### src/rtl/pprr_wrr_arbiter.sv
// Weighted round-robin arbiter: parallel-prefix winner search, per-grant credit
// burst, back-to-back re-arbitration on release with no idle bubble.
module pprr_wrr_arbiter #(
  parameter int unsigned N  = 8,
  parameter int unsigned WW = 4
) (
  input  logic                 i_clk,
  input  logic                 i_rst,
  input  logic [N-1:0]         i_req,
  input  logic [N*WW-1:0]      i_weight,
  input  logic                 i_ready,
  output logic [N-1:0]         o_grant,
  output logic [$clog2(N)-1:0] o_grant_idx,
  output logic                 o_ag
);

  localparam int unsigned IW = $clog2(N);

  logic [N-1:0]  g_q, g_d;
  logic [IW-1:0] p_q, p_d;
  logic [WW-1:0] c_q, c_d;

  logic [IW-1:0] cur_idx, arb_ptr, win_idx;
  logic [N-1:0]  win_oh;
  logic          busy, release_now;

  // Prefix-OR over log2(N) doubling shifts; a bit survives only if nothing below it is set.
  function automatic logic [N-1:0] lowest_set(input logic [N-1:0] r);
    logic [N-1:0] s;
    s = r;
    for (int unsigned d = 1; d < N; d = d * 2) s = s | (s << d);
    return r & ~(s << 1);
  endfunction

  function automatic logic [N-1:0] ge_mask(input logic [IW-1:0] p);
    logic [N-1:0] m;
    m = '0;
    for (int unsigned k = 0; k < N; k++) m[k] = (k >= 32'(p));
    return m;
  endfunction

  function automatic logic [N-1:0] winner_oh(input logic [IW-1:0] p, input logic [N-1:0] r);
    logic [N-1:0] hi;
    hi = r & ge_mask(p);
    return lowest_set((|hi) ? hi : r);
  endfunction

  function automatic logic [IW-1:0] encode(input logic [N-1:0] v);
    logic [IW-1:0] e;
    e = '0;
    for (int unsigned k = 0; k < N; k++) if (v[k]) e = e | IW'(k);
    return e;
  endfunction

  function automatic logic [IW-1:0] next_ptr(input logic [IW-1:0] idx);
    return (idx == IW'(N - 1)) ? '0 : idx + IW'(1);
  endfunction

  function automatic logic [WW-1:0] eff_weight(input logic [IW-1:0] idx,
                                               input logic [N*WW-1:0] w_vec);
    logic [WW-1:0] w;
    w = w_vec[idx*WW +: WW];
    return (w == '0) ? WW'(1) : w;
  endfunction

  always_comb begin
    cur_idx     = encode(g_q);
    busy        = |g_q;
    release_now = busy && (!i_req[cur_idx] || (i_ready && (c_q <= WW'(1))));
    arb_ptr     = busy ? next_ptr(cur_idx) : p_q;
    win_oh      = winner_oh(arb_ptr, i_req);
    win_idx     = encode(win_oh);

    g_d = g_q;
    p_d = p_q;
    c_d = c_q;
    if (!busy) begin
      if (|i_req) begin
        g_d = win_oh;
        c_d = eff_weight(win_idx, i_weight);
      end
    end else if (release_now) begin
      p_d = arb_ptr;
      g_d = win_oh;
      c_d = (|i_req) ? eff_weight(win_idx, i_weight) : '0;
    end else if (i_ready) begin
      c_d = c_q - WW'(1);
    end
  end

  always_ff @(posedge i_clk or posedge i_rst) begin
    if (i_rst) begin
      g_q <= '0;
      p_q <= '0;
      c_q <= '0;
    end else begin
      g_q <= g_d;
      p_q <= p_d;
      c_q <= c_d;
    end
  end

  assign o_grant     = g_q;
  assign o_grant_idx = cur_idx;
  assign o_ag        = busy;

endmodule

### config.mk
export PLATFORM = sky130hd
export DESIGN_NAME = pprr_wrr_arbiter
export DESIGN_NICKNAME = d
export VERILOG_FILES = /design/src/rtl/pprr_wrr_arbiter.sv
export SDC_FILE = /design/constraint.sdc
export NUM_CORES = 1
export LEC_CHECK = 0
export ABC_AREA = 1
export BUFFER_PORTS_ARGS = -buffer_cell sky130_fd_sc_hd__buf_2
export CAP_MARGIN = 0
export CORE_MARGIN = 10
export CORE_UTILIZATION = 45
export CTS_CLUSTER_DIAMETER = 120
export DETAILED_ROUTE_END_ITERATION = 12
export PLACE_DENSITY = 0.71
export SYNTH_ARGS = -nofsm -noshare
export SYNTH_HDL_FRONTEND = slang
export SYNTH_SLANG_ARGS = --single-unit
### constraint.sdc
create_clock -name i_clk -period 7.2 [get_ports i_clk]
set_input_delay 1.08 -clock i_clk [delete_from_list [all_inputs] [get_ports i_clk]]
set_output_delay 1.08 -clock i_clk [all_outputs]
set_load 0.05 [all_outputs]
==> impl_metrics.toml, run 1 <==
[cts]
cts_inserted_buffers = 3
cts_max_level = 1
path_clk_slew_ns = 0.07
clock_sink_count = 15
holdBufCountCts = 0
insertion_delay_ns = 0.26
cts_root_buf = "clkbuf_8"
postCtsSetupRepairBufs = 0
cts_tree = "yes"
cts_buffer_depth = 2
ctsResizeCount = 0

[logic_synthesis]
yosysWarnings = 0
syn_area_sq_um = 1802
synthCells = 282
synth_nets = 329
syn_avg_cell_area_sq_um = 6.389
ys_ff_latch = 15
ys_types = 36
yosysSeqAreaShare_pct = 20.83

[floorplan]
fp.dieW_microns = 83.28
fp.coreArea_sq_um = 3771
ios = 55
die_h_microns = 83.28
floorplan.die_area_sq_um = 6935
row_count = 22
start_util_pct = 47.78

[timing]
timing.fmax_mhz = 236.8
rsz0062_at_grt = "no"
finalSetupViolCount = 0
fin_tns_setup_ns = 0
finalMaxSlewViolations = 0
final.setup_skew_ns = 0.008752
relSlewSlack_pct = 59.68
hold_viol_final = 0
tightestPinTransition_ns = 0.6041
finalCritPeriodShare_pct = 58.66
finalCriticalPeriod_ns = 4.223

[route]
drt_wl_total_mm = 5.050
antenna_left = 0
drc = 0
drt_iter0_drc = 87
wl_per_cell_microns = 13.32
viasPerCell = 5.161
num_vias = 1956
first_pass_iters = 4

[critical_path]
required_ns = 7.39
path_cells = "or4_1 > ha_1 > ha_1 > o21ai_2 > nand2_2 > nor2_4 > nand2_2 > nand2_1 > nor2_4 > nand3_2 > nand2_1 > nor2_4 > nand4_4 > nand3_1 > inv_1 > nand3_1 > nand3_1 > nand2_1 > nand3_1 > nand2_1 > nand2_1 > a21oi_2"
cpPeakStageDelay_ns = 0.62
start_kind = "flop"
cpMostUsedCell = "nand2_1"
cp.arrival_ns = 4.41
path_class = "reg2reg"
slowest_stage = "or4_1"
end_kind = "flop"
worst-path-max-fanout = 17

[placed_design]
portBuffers = 54
hpwl_mm = 4.198
dpl_cell_area_sq_um = 2071
place_congestion = 0.8463

[global_route]
grt_max_degree = 20
global_route.overflow_total = 0
grt_use_total_pct = 13.65
grt_pass1_wl_mm = 8.362
antenna_found_initial = 0
first_global_vias = 1759

[final_layout]
nets = 379
nFillCells = 394
mostFrequentLayoutCells = "nand2_1 (60), buf_2 (54), inv_1 (49), nand3_1 (35), o21ai_0 (17)"
layout_commonest_cell = "nand2_1"
final_cell_area_sq_um = 2117
syn_to_final_growth_pct = 17.50
drive_gt1_share_pct = 28.70
antenna_cells = 0

[min_path]
hold_path_class = "reg2reg"

[job]
timing.max_cap.violations = 0

[status]
status = "finished clean"
==> worst paths after layout <==
kind	startpoint	to	slack [ns]	cells after the start
max reg2reg	o_grant[3]	c_q[0]	2.98	22
min in group asynchronous	i_rst	p_q[0]	0.88	2
min reg2reg	p_q[2]	p_q[2]	0.53	2
min	p_q[2]	p_q[2]	0.53	2
max	o_grant[3]	c_q[0]	2.98	22
max in group asynchronous	i_rst	o_grant[0]	5.91	2
==> kinds of logic (layout without fill, tap and decap cells) <==
group                      count (synthesis)  after routing  share of synthesized area, %
xor gates and xnor gates                   2              2                        0.9724
buffers and inverters                     60            109                         14.10
muxes                                      1              1                        0.6250
DFF                                       15             15                         20.83
AOI/OAI and AO/OA                         41             41                         13.54
and+or+nand+nor                          159            159                         47.15
adders and majority gates                  4              4                         2.778
==> area by class of cell <==
cell class	instances	area, sq um	share of cell area, %
Clock buffer	3	41.29	1.950
Clock inverter	1	5.005	0.2364
Inverter	51	192.7	9.102
Multi-Input combinational cell	207	1172	55.38
Sequential cell	15	375.4	17.73
Tap cell	48	60.06	2.837
Timing Repair Buffer	54	270.3	12.77
==> synth_stat cells <==
cell type / n / share of area (%)
nand3_1: 35 / 9.7
nand2_1: 60 / 13
o211ai_1: 2 / 0.83
nand3_4: 1 / 0.97
o2111ai_1: 1 / 0.49
a21oi_2: 1 / 0.49
nor2_4: 6 / 3.7
nand4_1: 14 / 4.9
xor2_1: 1 / 0.49
mux2_2: 1 / 0.62
nor2_2: 4 / 1.4
and2_0: 1 / 0.35
ha_1: 4 / 2.8
nor4_1: 2 / 0.69
nand4_4: 1 / 1.2
inv_2: 1 / 0.21
nand4_2: 1 / 0.69
or4_1: 1 / 0.42
clkbuf_1: 2 / 0.42
xnor2_1: 1 / 0.49
buf_6: 3 / 1.9
inv_1: 49 / 10
clkinv_2: 1 / 0.28
dfrtp_1: 15 / 21
nand2_2: 11 / 3.8
nor2_1: 16 / 3.3
buf_2: 4 / 1.1
nand2_4: 2 / 1.2
nand3_2: 4 / 2.2
a21oi_1: 9 / 2.5
a31oi_1: 1 / 0.35
o21ai_0: 17 / 4.7
o21ai_2: 3 / 1.5
o31ai_1: 1 / 0.42
a2bb2oi_1: 3 / 1.5
o21ai_1: 3 / 0.83
==> routing by layer <==
layer,GRT usage (%),vias up,wire length (microns)
met5,0,-,0
met4,2.615,0,15
met3,4.102,4,320
met2,20.32,55,2322
met1,18.76,876,2392
li1,-,1021,-
==> state kept, by name (all words and copies together), names as in the netlist <==
| name | cells |
|---|---|
| c_q | 4 |
| o_grant | 8 |
| p_q | 3 |
==> critical path, delay by kind of cell, from the launching register on <==
family	cells	cell delay [ns]
AOI/OAI and AO/OA	2	0.18
adders and majority gates	2	0.56
buffers and inverters	1	0.20
DFF	1	0.42
and+or+nand+nor	17	2.77
==> per-stage QoR <==
step                utilization, %  setup slack [ns]  hold slack (ns)  instances
global route                 56.14             2.645           0.5621        379
floorplan                        -             3.133           0.4746        282
finish                       56.14             2.977           0.5339        379
global placement             54.91             3.053           0.5104        375
detailed placement           54.91             3.026           0.5189        375
CTS                          56.14             2.999           0.5354        379
Power of run 1 is not shown: default switching activity piles up to over one toggle a cycle in this logic, so the estimate is an artifact.
==> run 2, diff against run 1 <==
--- a/config.mk
+++ b/config.mk
@@ -12,7 +12,7 @@
 export CORE_UTILIZATION = 45
 export CTS_CLUSTER_DIAMETER = 120
 export DETAILED_ROUTE_END_ITERATION = 12
-export PLACE_DENSITY = 0.71
+export PLACE_DENSITY = 0.74
 export SYNTH_ARGS = -nofsm -noshare
 export SYNTH_HDL_FRONTEND = slang
 export SYNTH_SLANG_ARGS = --single-unit
==> constraint.sdc (replaced) <==
create_clock -name i_clk -period 3.8 [get_ports i_clk]
set_input_delay 0.57 -clock i_clk [delete_from_list [all_inputs] [get_ports i_clk]]
set_output_delay 0.57 -clock i_clk [all_outputs]
set_load 0.05 [all_outputs]
==> run 2 against run 1 <==
Utilization rose by 7.3 points; design area rose by 13%; clock-buffer cell count did not move; worst setup slack got worse by 2.8 ns; routed wire length rose by 11%; non-clock buffer count rose by 9; global-route usage rose by 0.31 points; clock skew fell by 0.0071 ns; cell count rose by 2.9%; critical path depth did not move; largest cell class unchanged; highest routed layer unchanged.
==> impl_metrics.toml, run 2 (same netlist as run 1, synthesis figures left out) <==
[timing]
relSlewSlack_pct = 59.83
final.setup_skew_ns = 0.001650
timing.fmax_mhz = 277.5
finalCriticalPeriod_ns = 3.604
finalSetupViolCount = 0
tightestPinTransition_ns = 0.6019
hold_viol_final = 0
finalMaxSlewViolations = 0
finalCritPeriodShare_pct = 94.83

[final_layout]
antenna_cells = 0
nets = 390
nFillCells = 329
fin_cells = 390
largest_reg_flops = 8
syn_to_final_growth_pct = 32.85
mostFrequentLayoutCells = "buf_2 (55), nand2_1 (54), inv_1 (47), nand3_1 (30), o21ai_0 (16)"
layout_commonest_cell = "buf_2"
drive_gt1_share_pct = 38.30

[critical_path]
path_class = "reg2reg"
worst-path-max-fanout = 7
end_kind = "flop"
start_kind = "flop"
r2r_cells = 22
required_ns = 3.99
cp.arrival_ns = 3.79

[placed_design]
dp.cells = 380
hpwl_mm = 4.176
portBuffers = 54
place_congestion = 0.9288

[route]
num_vias = 2071
drt_wl_total_mm = 5.582
antenna_left = 0
wl_per_cell_microns = 14.31
viasPerCell = 5.310
drc = 0
first_pass_iters = 4
drt_iter0_drc = 167

[cts]
holdBufCountCts = 0
clock_sink_count = 15
cts_root_buf = "clkbuf_8"
cts_tree = "yes"
cts_buffer_depth = 2
path_clk_slew_ns = 0.07
insertion_delay_ns = 0.25
cts_inserted_buffers = 3
cts_max_level = 1

[status]
status = "finished clean"

[global_route]
grt_max_degree = 20
first_global_vias = 1862
global_route.overflow_total = 0
grt_use_total_pct = 13.96
antenna_found_initial = 0
grt_pass1_wl_mm = 8.562

[floorplan]
fp.coreArea_sq_um = 3771
fp.dieW_microns = 83.28
start_util_pct = 47.78
die_h_microns = 83.28
ios = 55
floorplan.die_area_sq_um = 6935
row_count = 22

[job]
timing.max_cap.violations = 0

[min_path]
hold_path_class = "in2async"
run 2: cell type report:
cell class | count | area [sq um] | share of cell area (%)
multi-input combinational | 209 | 1334 | 55.72
timing repair buffer | 63 | 380.4 | 15.89
sequential | 15 | 379.1 | 15.84
inverter | 51 | 193.9 | 8.102
tap | 48 | 60.06 | 2.509
clock buffer | 3 | 41.29 | 1.725
clock inverter | 1 | 5.005 | 0.2091
run 2: worst max-delay path, cell delays in order, from the launching register on:
cell and delay [ns]:
dfrtp_2 0.42, or4_4 0.57, ha_4 0.19, ha_4 0.22
o21ai_2 0.09, nand2_4 0.12, nor2_4 0.13, nand2_1 0.10
nand2_2 0.10, nor2_4 0.06, nand3_1 0.09, nand2_2 0.08
nor2_4 0.23, nand4_4 0.27, nand3_2 0.21, nand2_1 0.07
nand3_1 0.10, nand3_1 0.10, nand2_1 0.10, nand3_1 0.07
nand2_1 0.07, nand2_1 0.06, a21oi_2 0.10
run 2: stage by stage:
| step | hold slack, ns | utilization (%) | worst slack [ns] | area (sq um) | setup TNS [ns] |
|---|---|---|---|---|---|
| floorplan | 0.4713 | - | 0.03444 | 1809 | 0 |
| global placement | 0.5006 | 56.01 | 0.1508 | 2112 | 0 |
| detailed placement | 0.5057 | 56.01 | 0.1598 | 2112 | 0 |
| CTS | 0.3902 | 57.23 | 0.1438 | 2158 | 0 |
| global route | 0.4054 | 63.47 | -0.04245 | 2394 | -0.04245 |
| finish | 0.3721 | 63.47 | 0.1963 | 2394 | 0 |
run 2: what timing repair did:
item	in CTS	in global routing
hold endpoints to repair	0	0
setup buffers	0	2
gates resized for setup	0	40
endpoints found under the setup margin	0	4
run 2: final timing paths:
kind / start / end / slack (ns)
max: o_grant[3] / c_q[0] / 0.20
min: i_rst / c_q[0] / 0.37
max reg2reg: o_grant[3] / c_q[0] / 0.20
min reg2reg: o_grant[2] / o_grant[2] / 0.52
max in group asynchronous: i_rst / o_grant[7] / 3.00
min in group i_clk: o_grant[2] / o_grant[2] / 0.52
run 2: metal layers:
| layer | part of all wire (%) | wire length, microns | vias up | track usage [%] |
|---|---|---|---|---|
| met3 | 8.8 | 492 | 9 | 3.711 |
| met5 | 0 | 0 | - | 0 |
| li1 | - | - | 1054 | - |
| met1 | 44 | 2430 | 919 | 18.58 |
| met2 | 47 | 2601 | 89 | 21.72 |
| met4 | 1.0 | 58 | 0 | 3.077 |
Power of run 2 is left out for the same reason.
==> run 3, diff against run 2 <==
--- a/config.mk
+++ b/config.mk
@@ -8,11 +8,13 @@
 export ABC_AREA = 1
 export BUFFER_PORTS_ARGS = -buffer_cell sky130_fd_sc_hd__buf_2
 export CAP_MARGIN = 0
-export CORE_MARGIN = 10
+export CORE_MARGIN = 2
 export CORE_UTILIZATION = 45
 export CTS_CLUSTER_DIAMETER = 120
 export DETAILED_ROUTE_END_ITERATION = 12
 export PLACE_DENSITY = 0.74
+export REMOVE_ABC_BUFFERS = 1
+export SLEW_MARGIN = 0
 export SYNTH_ARGS = -nofsm -noshare
 export SYNTH_HDL_FRONTEND = slang
 export SYNTH_SLANG_ARGS = --single-unit
==> run 3 against run 2 <==
Worst hold slack got worse by 0.015 ns; sequential share of layout area fell by 0.22 points; routed wire length fell by 6.1%; cell count rose by 1.5%; critical endpoint unchanged; first-iteration DRC count fell by 7.2%.
==> impl_metrics.toml, run 3 (same netlist as run 1, synthesis figures left out) <==
[global_route]
antenna_found_initial = 0
first_global_vias = 1699
global_route.overflow_total = 0
grt_pass1_wl_mm = 7.472
grt_use_total_pct = 21.34
grt_max_degree = 20

[route]
num_vias = 2139
viasPerCell = 5.402
wl_per_cell_microns = 13.23
first_pass_iters = 5
drt_wl_total_mm = 5.240
antenna_left = 0
drt_iter0_drc = 155
drc = 0

[cts]
cts_inserted_buffers = 3
cts_tree = "yes"
insertion_delay_ns = 0.25
cts_buffer_depth = 2
clock_sink_count = 15
cts_max_level = 1
path_clk_slew_ns = 0.06
cts_root_buf = "clkbuf_8"
holdBufCountCts = 0

[timing]
fin_tns_setup_ns = 0
fin_ws_ns = 0.1413
tightestPinTransition_ns = 0.5515
timing.fmax_mhz = 273.3
finalCritPeriodShare_pct = 96.28
hold_viol_final = 0
relSlewSlack_pct = 63.23
finalSetupViolCount = 0
finalMaxSlewViolations = 0
finalCriticalPeriod_ns = 3.659
final.setup_skew_ns = 0.001941

[final_layout]
mostFrequentLayoutCells = "buf_2 (55), nand2_1 (52), inv_1 (47), nand3_1 (33), nand2_2 (18)"
nFillCells = 346
antenna_cells = 0
layout_commonest_cell = "buf_2"
syn_to_final_growth_pct = 33.40
nets = 396
drive_gt1_share_pct = 37.36
largest_reg_flops = 8

[floorplan]
fp.coreArea_sq_um = 3744
fp.dieW_microns = 67.28
die_h_microns = 67.28
row_count = 22
ios = 55
start_util_pct = 48.13
floorplan.die_area_sq_um = 4526

[critical_path]
required_ns = 3.93
cp.arrival_ns = 3.79
r2r_cells = 22
start_kind = "flop"
r2r_end = "c_q[0]"
rr_startpoint = "o_grant[3]"
worst-path-max-fanout = 8
r2r_slack_ns = 0.14
end_kind = "flop"
path_class = "reg2reg"

[placed_design]
portBuffers = 54
place_ws_ns = 0.1250
hpwl_mm = 3.859
place_congestion = 0.8644

[job]
timing.max_cap.violations = 0

[min_path]
hold_path_class = "in2async"

[status]
status = "finished clean"
run 3: cell types whose count changed in the layout (fill, tap and decap cells not counted), sizes merged:
cell | previous run | this run
buf | 62 | 68
clkbuf | 4 | 5
clkinv | 1 | 0
run 3: worst max-delay path by stage:
stage / from / to / slack, ns / cells after the start
after floorplan: o_grant[2] / c_q[0] / -0.43 / 22
after global placement: o_grant[2] / c_q[2] / 0.23 / 23
after detailed placement: o_grant[2] / c_q[2] / 0.12 / 23
after global routing: o_grant[3] / c_q[0] / -0.11 / 22
after CTS: o_grant[2] / c_q[2] / 0.1 / 23
final: o_grant[3] / c_q[0] / 0.14 / 22
run 3: repair_timing:
action	in CTS	in global routing
buffers inserted	0	7
setup endpoints to repair	0	4
resized for setup	0	33
run 3: routing by layer:
layer	GRT usage (%)	vias to the layer above	routed length (microns)
met5	0	-	0
li1	-	1064	-
met3	3.667	2	381
met1	30.13	995	2250
met4	6.122	0	17
met2	33.29	78	2591
run 3: worst max-delay path, cell delays in order (launching register included):
cell and delay, ns:
dfrtp_1 0.41, or4_4 0.55, ha_4 0.19, ha_4 0.22
o21ai_2 0.07, nand2_2 0.15, nor2_4 0.12, nand2_1 0.10
nand2_2 0.11, nor2_4 0.06, nand3_1 0.09, nand2_2 0.08
nor2_4 0.23, nand4_4 0.30, clkbuf_16 0.26, nand4_1 0.08
nand3_1 0.09, nand3_1 0.10, nand2_1 0.09, nand3_1 0.09
nand2_1 0.05, nand2_1 0.06, a21oi_2 0.05
run 3: final cells by class:
type	count	area, sq um	share of cell area (%)
Sequential cell	15	375.4	15.62
Inverter	51	193.9	8.069
Tap cell	48	60.06	2.499
Multi-Input combinational cell	209	1313	54.61
Clock buffer	4	45.04	1.874
Timing Repair Buffer	69	416.7	17.33
run 3: per-stage QoR:
step / utilization (%) / instances / hold WS, ns / area [sq um]
3_3_place_gp: 56.52 / 381 / 0.4981 / 2116
2_1_floorplan: - / 273 / 0.4715 / 1740
3_5_place_dp: 56.52 / 381 / 0.5078 / 2116
5_1_grt: 64.20 / 396 / 0.4182 / 2404
4_1_cts: 57.72 / 385 / 0.3822 / 2161
6_report: 64.20 / 396 / 0.3566 / 2404
Power of run 3 is left out for the same reason.
